$ cat src/rtl/instr_sequencer.sv
// Instruction sequencer for the MPU-6050 I2C path: fetches two-word instructions
// from a dual-port ROM and issues write/read/wait/jump/end operations.
module instr_sequencer #(
   parameter int ADDR_ROM_SZ = 4,
   parameter int DATA_ROM_SZ = 16,
   parameter int DLY_SZ      = 16
) (
   input  logic                   CLK,
   input  logic                   RST,
   input  logic                   I_START,
   output logic [ADDR_ROM_SZ-1:0] O_ADDR_ROM_A,
   output logic [ADDR_ROM_SZ-1:0] O_ADDR_ROM_B,
   input  logic [DATA_ROM_SZ-1:0] I_DATA_ROM_A,
   input  logic [DATA_ROM_SZ-1:0] I_DATA_ROM_B,
   output logic                   O_CMD_VLD,
   input  logic                   I_CMD_RDY,
   output logic                   O_CMD_RW,
   output logic [7:0]             O_CMD_REG,
   output logic [7:0]             O_CMD_DATA,
   output logic [3:0]             O_CMD_CNT,
   input  logic                   I_CMD_DONE,
   input  logic                   I_CMD_ERR,
   output logic                   O_BUSY,
   output logic                   O_DONE,
   output logic                   O_ERR
);

   typedef enum logic [2:0] {
      S_IDLE      = 3'd0,
      S_FETCH     = 3'd1,
      S_DECODE    = 3'd2,
      S_ISSUE     = 3'd3,
      S_WAIT_DONE = 3'd4,
      S_DELAY     = 3'd5
   } state_t;

   localparam logic [3:0] OP_END   = 4'h0;
   localparam logic [3:0] OP_WRITE = 4'h1;
   localparam logic [3:0] OP_READ  = 4'h2;
   localparam logic [3:0] OP_WAIT  = 4'h3;
   localparam logic [3:0] OP_JUMP  = 4'h4;

   state_t                 state_q, state_d;
   logic [ADDR_ROM_SZ-1:0] pc_q, pc_d;
   logic [ADDR_ROM_SZ-1:0] pc_b_q, pc_b_d;
   logic [DLY_SZ-1:0]      dly_q, dly_d;
   logic                   vld_q, vld_d;
   logic                   rw_q, rw_d;
   logic [7:0]             reg_q, reg_d;
   logic [7:0]             data_q, data_d;
   logic [3:0]             cnt_q, cnt_d;
   logic                   busy_q, busy_d;
   logic                   done_q, done_d;
   logic                   err_q, err_d;

   logic [3:0]             op_s;
   logic [3:0]             burst_s;
   logic [7:0]             reg_addr_s;
   logic [DLY_SZ-1:0]      wait_arg_s;
   logic [ADDR_ROM_SZ-1:0] pc_next_s;

   assign op_s       = I_DATA_ROM_A[15:12];
   assign burst_s    = I_DATA_ROM_A[11:8];
   assign reg_addr_s = I_DATA_ROM_A[7:0];
   assign wait_arg_s = DLY_SZ'(I_DATA_ROM_B);
   assign pc_next_s  = pc_q + ADDR_ROM_SZ'(2);

   // Next-state and datapath decode for the sequencer FSM
   always_comb begin
      state_d = state_q;
      pc_d    = pc_q;
      dly_d   = dly_q;
      vld_d   = vld_q;
      rw_d    = rw_q;
      reg_d   = reg_q;
      data_d  = data_q;
      cnt_d   = cnt_q;
      err_d   = err_q;
      done_d  = 1'b0;

      case (state_q)
         S_IDLE: begin
            // a start coinciding with the end-of-program pulse is dropped
            if (I_START && !done_q) begin
               pc_d    = {ADDR_ROM_SZ{1'b0}};
               err_d   = 1'b0;
               state_d = S_FETCH;
            end else begin
               state_d = S_IDLE;
            end
         end
         S_FETCH: begin
            state_d = S_DECODE;
         end
         S_DECODE: begin
            case (op_s)
               OP_WRITE: begin
                  rw_d    = 1'b0;
                  reg_d   = reg_addr_s;
                  data_d  = I_DATA_ROM_B[7:0];
                  cnt_d   = 4'h0;
                  vld_d   = 1'b1;
                  state_d = S_ISSUE;
               end
               OP_READ: begin
                  rw_d    = 1'b1;
                  reg_d   = reg_addr_s;
                  data_d  = 8'h00;
                  cnt_d   = burst_s;
                  vld_d   = 1'b1;
                  state_d = S_ISSUE;
               end
               OP_WAIT: begin
                  if (wait_arg_s == {DLY_SZ{1'b0}}) begin
                     dly_d = DLY_SZ'(1);
                  end else begin
                     dly_d = wait_arg_s;
                  end
                  state_d = S_DELAY;
               end
               OP_JUMP: begin
                  pc_d    = {I_DATA_ROM_B[ADDR_ROM_SZ-1:1], 1'b0};
                  state_d = S_FETCH;
               end
               OP_END: begin
                  done_d  = 1'b1;
                  state_d = S_IDLE;
               end
               default: begin
                  err_d   = 1'b1;
                  done_d  = 1'b1;
                  state_d = S_IDLE;
               end
            endcase
         end
         S_ISSUE: begin
            if (I_CMD_RDY) begin
               vld_d   = 1'b0;
               state_d = S_WAIT_DONE;
            end else begin
               state_d = S_ISSUE;
            end
         end
         S_WAIT_DONE: begin
            if (I_CMD_DONE) begin
               if (I_CMD_ERR) begin
                  err_d   = 1'b1;
                  done_d  = 1'b1;
                  state_d = S_IDLE;
               end else begin
                  pc_d    = pc_next_s;
                  state_d = S_FETCH;
               end
            end else begin
               state_d = S_WAIT_DONE;
            end
         end
         S_DELAY: begin
            if (dly_q == DLY_SZ'(1)) begin
               pc_d    = pc_next_s;
               state_d = S_FETCH;
            end else begin
               dly_d   = dly_q - DLY_SZ'(1);
               state_d = S_DELAY;
            end
         end
         default: begin
            vld_d   = 1'b0;
            state_d = S_IDLE;
         end
      endcase

      busy_d = (state_d != S_IDLE);
      pc_b_d = pc_d + ADDR_ROM_SZ'(1);
   end

   // State and output registers with synchronous reset
   always_ff @(posedge CLK) begin
      if (RST) begin
         state_q <= S_IDLE;
         pc_q    <= {ADDR_ROM_SZ{1'b0}};
         pc_b_q  <= ADDR_ROM_SZ'(1);
         dly_q   <= {DLY_SZ{1'b0}};
         vld_q   <= 1'b0;
         rw_q    <= 1'b0;
         reg_q   <= 8'h00;
         data_q  <= 8'h00;
         cnt_q   <= 4'h0;
         busy_q  <= 1'b0;
         done_q  <= 1'b0;
         err_q   <= 1'b0;
      end else begin
         state_q <= state_d;
         pc_q    <= pc_d;
         pc_b_q  <= pc_b_d;
         dly_q   <= dly_d;
         vld_q   <= vld_d;
         rw_q    <= rw_d;
         reg_q   <= reg_d;
         data_q  <= data_d;
         cnt_q   <= cnt_d;
         busy_q  <= busy_d;
         done_q  <= done_d;
         err_q   <= err_d;
      end
   end

   assign O_ADDR_ROM_A = pc_q;
   assign O_ADDR_ROM_B = pc_b_q;
   assign O_CMD_VLD    = vld_q;
   assign O_CMD_RW     = rw_q;
   assign O_CMD_REG    = reg_q;
   assign O_CMD_DATA   = data_q;
   assign O_CMD_CNT    = cnt_q;
   assign O_BUSY       = busy_q;
   assign O_DONE       = done_q;
   assign O_ERR        = err_q;

endmodule

$ cat config.mk
export PLATFORM = sky130hd
export DESIGN_NAME = instr_sequencer
export DESIGN_NICKNAME = d
export VERILOG_FILES = /design/src/rtl/instr_sequencer.sv
export SDC_FILE = /design/constraint.sdc
export NUM_CORES = 1
export LEC_CHECK = 0
export BUFFER_PORTS_ARGS = -buffer_cell sky130_fd_sc_hd__buf_2
export CAP_MARGIN = 20
export CORE_UTILIZATION = 45
export DETAILED_ROUTE_END_ITERATION = 12
export PLACE_DENSITY = 0.7
export SYNTH_ARGS = -nofsm -noshare
export SYNTH_HDL_FRONTEND = slang
export SYNTH_SLANG_ARGS = --single-unit
export TNS_END_PERCENT = 30
$ cat constraint.sdc
create_clock -name CLK -period 2.85 [get_ports CLK]
set_input_delay 0.57 -clock CLK [delete_from_list [all_inputs] [get_ports CLK]]
set_output_delay 0.57 -clock CLK [all_outputs]
set_load 0.005 [all_outputs]
==> metrics <==
number of library cell types mapped by synthesis 50; busiest layer in global routing met2; Adder-Cell Fraction of Synth Area 0.0189; average cell area after synthesis just under 8 um2; top cells by area, synth sky130_fd_sc_hd__dfxtp_1 (39%), sky130_fd_sc_hd__nor2_1 (7.2%), sky130_fd_sc_hd__nand2_1 (6.0%); worst hold path class input port to flop; most frequent cells in the layout sky130_fd_sc_hd__buf_2 (70), sky130_fd_sc_hd__dfxtp_1 (52), sky130_fd_sc_hd__nor2_1 (51); maximum number of pins on one net before global-route repair approximately 40; clock power share 0.350; Top FF cell, synth sky130_fd_sc_hd__dfxtp_1; number of global-route vias before repair about 2.4k; total negative slack for setup checks 0 ns; Worst slew margin 0.614; run status finished, final reports clean; Avg Vias per Cell about 5.6; final setup fails 0; largest driver fanout on the critical path 5; root buffer cell sky130_fd_sc_hd__clkbuf_8; cell leakage power 1.46 nW; CP Launch Point dly_q[0]$_SDFFE_PP0P_; worst IR drop on VDD about 220 uV; clock insertion delay at the later pin of the skew report 0.32 ns; count of cells resized by post-cts repair 0; fraction of final layout cells with drive strength greater than 1 0.244; clk_skew 0.00829 ns; Port-buffer cells 70; most common cell after layout, fill and taps aside sky130_fd_sc_hd__buf_2; total vias in the final route between 2k and 3k; peak per-stage delay on the critical path 0.49 ns; crit path capture type flop; level count of the clock H-tree 2; number of instances on the worst hold path 3; Comb power frac 0.098; worst setup path class flop to flop; CP dominant cell by count sky130_fd_sc_hd__ha_1; area fraction of the dominant cell type after synthesis 0.394; crit-path cells ha_1 > or3b_2 > nor4_4 > nand2b_2 > a32o_1 > nand2_1 > ha_1 > nor2b_1; Clk pin slew, worst setup/hold paths around 0.11 ns; reg-to-reg critical path startpoint dly_q[0]$_SDFFE_PP0P_; clk sink count 52; proportion of synthesized flip-flops having asynchronous set or reset 0; met3 Resource Use GR 0.0430; portion of the post-synthesis area used by sequential elements 0.394; kind of start point of the critical path flop; remaining antenna violation count 0; Gate Count Post-Synth 335; Arr. time, crit path around 2.6 ns; final critical delay including setup and external delays between 2 and 2.5 ns; cell total after placement approximately 470; CTS Buffer Depth 2; Post-synth EDFFs 0; postcts setup bufs 0; cell taking the most area after synthesis sky130_fd_sc_hd__dfxtp_1; total number of nets in the final design around 440; DRC violation count after routing 0; highest achievable clock rate about 0.41 GHz; fraction of power consumed by sequential logic 0.551; core area about 5600 um2; M1 GR Usage 0.292; first-pass GRT wire length 11400 um; TritonCTS Buffers 5; total congestion overflow 0; Cell Count, Final, Fillers Out around 470; Yosys warnings 0; row count 27; number of endpoints with negative hold slack in the final report 0; starting density of the core 0.475; synthesized netlist net count between 300 and 400; Stages on worst setup path 8; portion of netlist area occupied by mux cells 0.0341; Final Slew Violations 0; number of I/O pins between 70 and 80; first-pass iteration count of the detailed router 5; Overall Global Routing Usage 0.230; switching power share of the total 0.273; required time of the critical path approximately 3 ns; met2 track demand over resource in global routing 0.385; internal portion of total power 980 uW; TritonCTS clock tree done; power per standard cell area 426 nW/um2; Chip Height between 70 and 80 um; detailed router's first-iteration violation count ~130; kind of cell with the highest combined delay on the critical path simple AND/OR/NAND/NOR gates; highest-delay cell along the critical path sky130_fd_sc_hd__or3b_2; share of the cycle needed by the critical path after routing 0.858; compound-cell area share of the yosys netlist 0.211; count of antenna diodes in the layout 0; die width 78.7 um; net switching power roughly 370 uW; power after layout 1.35 mW; reported max-cap violation count 0; total of flip-flops plus latches after synthesis 52; Die Outline Area between 6000 and 7000 um2; hold path startpoint I_DATA_ROM_A[7]; Post-Synth XOR/XNOR Area 0.00662; # fillers 562; Worst-Margin Slew approximately 0.58 ns; cell depth of the worst flop-to-flop path 8; signed area change from the synthesized netlist to the final layout 19.5%; unrepaired setup endpoints after global routing false; antenna violations before repair 0; final wirelength between 6000 and 7000 um; half-perimeter wire length after placement slightly below 5000 um; dominant combinational cell family by area after synthesis simple AND/OR/NAND/NOR gates; buffer and inverter count on the worst path 0; Synth Cell Area about 2600 um2; RD Place Congestion 0.865; Synth Area in Simple Gates 0.287; average wire per cell in the routed design around 14 um; number of buffers added to fix hold violations after cts 0
## state kept, by name, indices dropped and copies added (netlist names), 3 cells and up
signal / cells
dly_q: 16
O_CMD_DATA: 8
O_CMD_REG: 8
O_ADDR_ROM_A: 4
O_ADDR_ROM_B: 4
O_CMD_CNT: 4
state_q: 3
## kinds of logic after synthesis
group,Yosys count
xor+xnor,2
mux,9
buf+inv,30
flops,52
simple gates,154
compound gates,84
fa+ha+maj,4
## through the flow
stage | cell area (um2) | hold slack (ns) | utilization | setup slack (ns)
after floorplan | 2650 | 0.457 | - | 0.521
after global placement | 3060 | 0.466 | 0.550 | 0.534
after detailed placement | 3060 | 0.483 | 0.550 | 0.434
after CTS | 3160 | 0.475 | 0.567 | 0.421
after global routing | 3160 | 0.473 | 0.567 | 0.267
final | 3160 | 0.476 | 0.567 | 0.404
## Yosys cell counts, types with 3 or more instances
library cell,instances
sky130_fd_sc_hd__or3_1,5
sky130_fd_sc_hd__nand2_1,42
sky130_fd_sc_hd__nor2_1,51
sky130_fd_sc_hd__nand3_1,4
sky130_fd_sc_hd__dfxtp_1,52
sky130_fd_sc_hd__ha_1,4
sky130_fd_sc_hd__o41ai_1,3
sky130_fd_sc_hd__nor4_1,6
sky130_fd_sc_hd__a21oi_1,19
sky130_fd_sc_hd__o21ai_0,21
sky130_fd_sc_hd__inv_1,9
sky130_fd_sc_hd__a2bb2oi_1,3
sky130_fd_sc_hd__a22oi_1,20
sky130_fd_sc_hd__o31ai_1,6
sky130_fd_sc_hd__or4_1,5
sky130_fd_sc_hd__mux2i_1,9
sky130_fd_sc_hd__clkbuf_1,17
sky130_fd_sc_hd__nand4_1,5
sky130_fd_sc_hd__nor3_1,16
sky130_fd_sc_hd__nand2b_1,3
## cell type report
| class | instances | area (um2) | share of cell area |
|---|---|---|---|
| clock buffer | 5 | 68.8 | 0.0218 |
| clock inverter | 3 | 28.8 | 0.00910 |
| inverter | 9 | 33.8 | 0.0107 |
| multi-input combinational | 253 | 1470 | 0.466 |
| sequential | 52 | 1040 | 0.329 |
| tap | 72 | 90.1 | 0.0285 |
| timing repair buffer | 80 | 425 | 0.135 |
## worst reg2reg max path, stage by stage (launching register included)
cell	delay (ns)
sky130_fd_sc_hd__dfxtp_1	0.41
sky130_fd_sc_hd__ha_1	0.19
sky130_fd_sc_hd__or3b_2	0.49
sky130_fd_sc_hd__nor4_4	0.31
sky130_fd_sc_hd__nand2b_2	0.20
sky130_fd_sc_hd__a32o_1	0.24
sky130_fd_sc_hd__nand2_1	0.08
sky130_fd_sc_hd__ha_1	0.26
sky130_fd_sc_hd__nor2b_1	0.12
## layer usage
layer | share of wire | routed length, um
met1 | 0.47 | 3150
met2 | 0.48 | 3210
met3 | 0.039 | 260
met4 | 0.019 | 125
met5 | 0 | 0
## power groups by stage
stage,logic (mW),clock network (mW),registers (mW)
2_1_floorplan,0.0750,0,0.758
3_3_place_gp,0.130,0,0.759
3_5_place_dp,0.131,0,0.759
4_1_cts,0.132,0.480,0.743
5_1_grt,0.150,0.508,0.745
6_report,0.132,0.472,0.743
## worst paths after layout
path                                                    to  slack [ns]
worst max-delay path            O_ADDR_ROM_B[1]$_SDFF_PP0_        0.40
worst min-delay path             O_CMD_REG[7]$_SDFFE_PP0P_        0.48
worst max register to register  O_ADDR_ROM_B[1]$_SDFF_PP0_        0.40
worst min register to register       dly_q[1]$_SDFFE_PP0P_        0.50
Power figures use the tool's default switching activity.
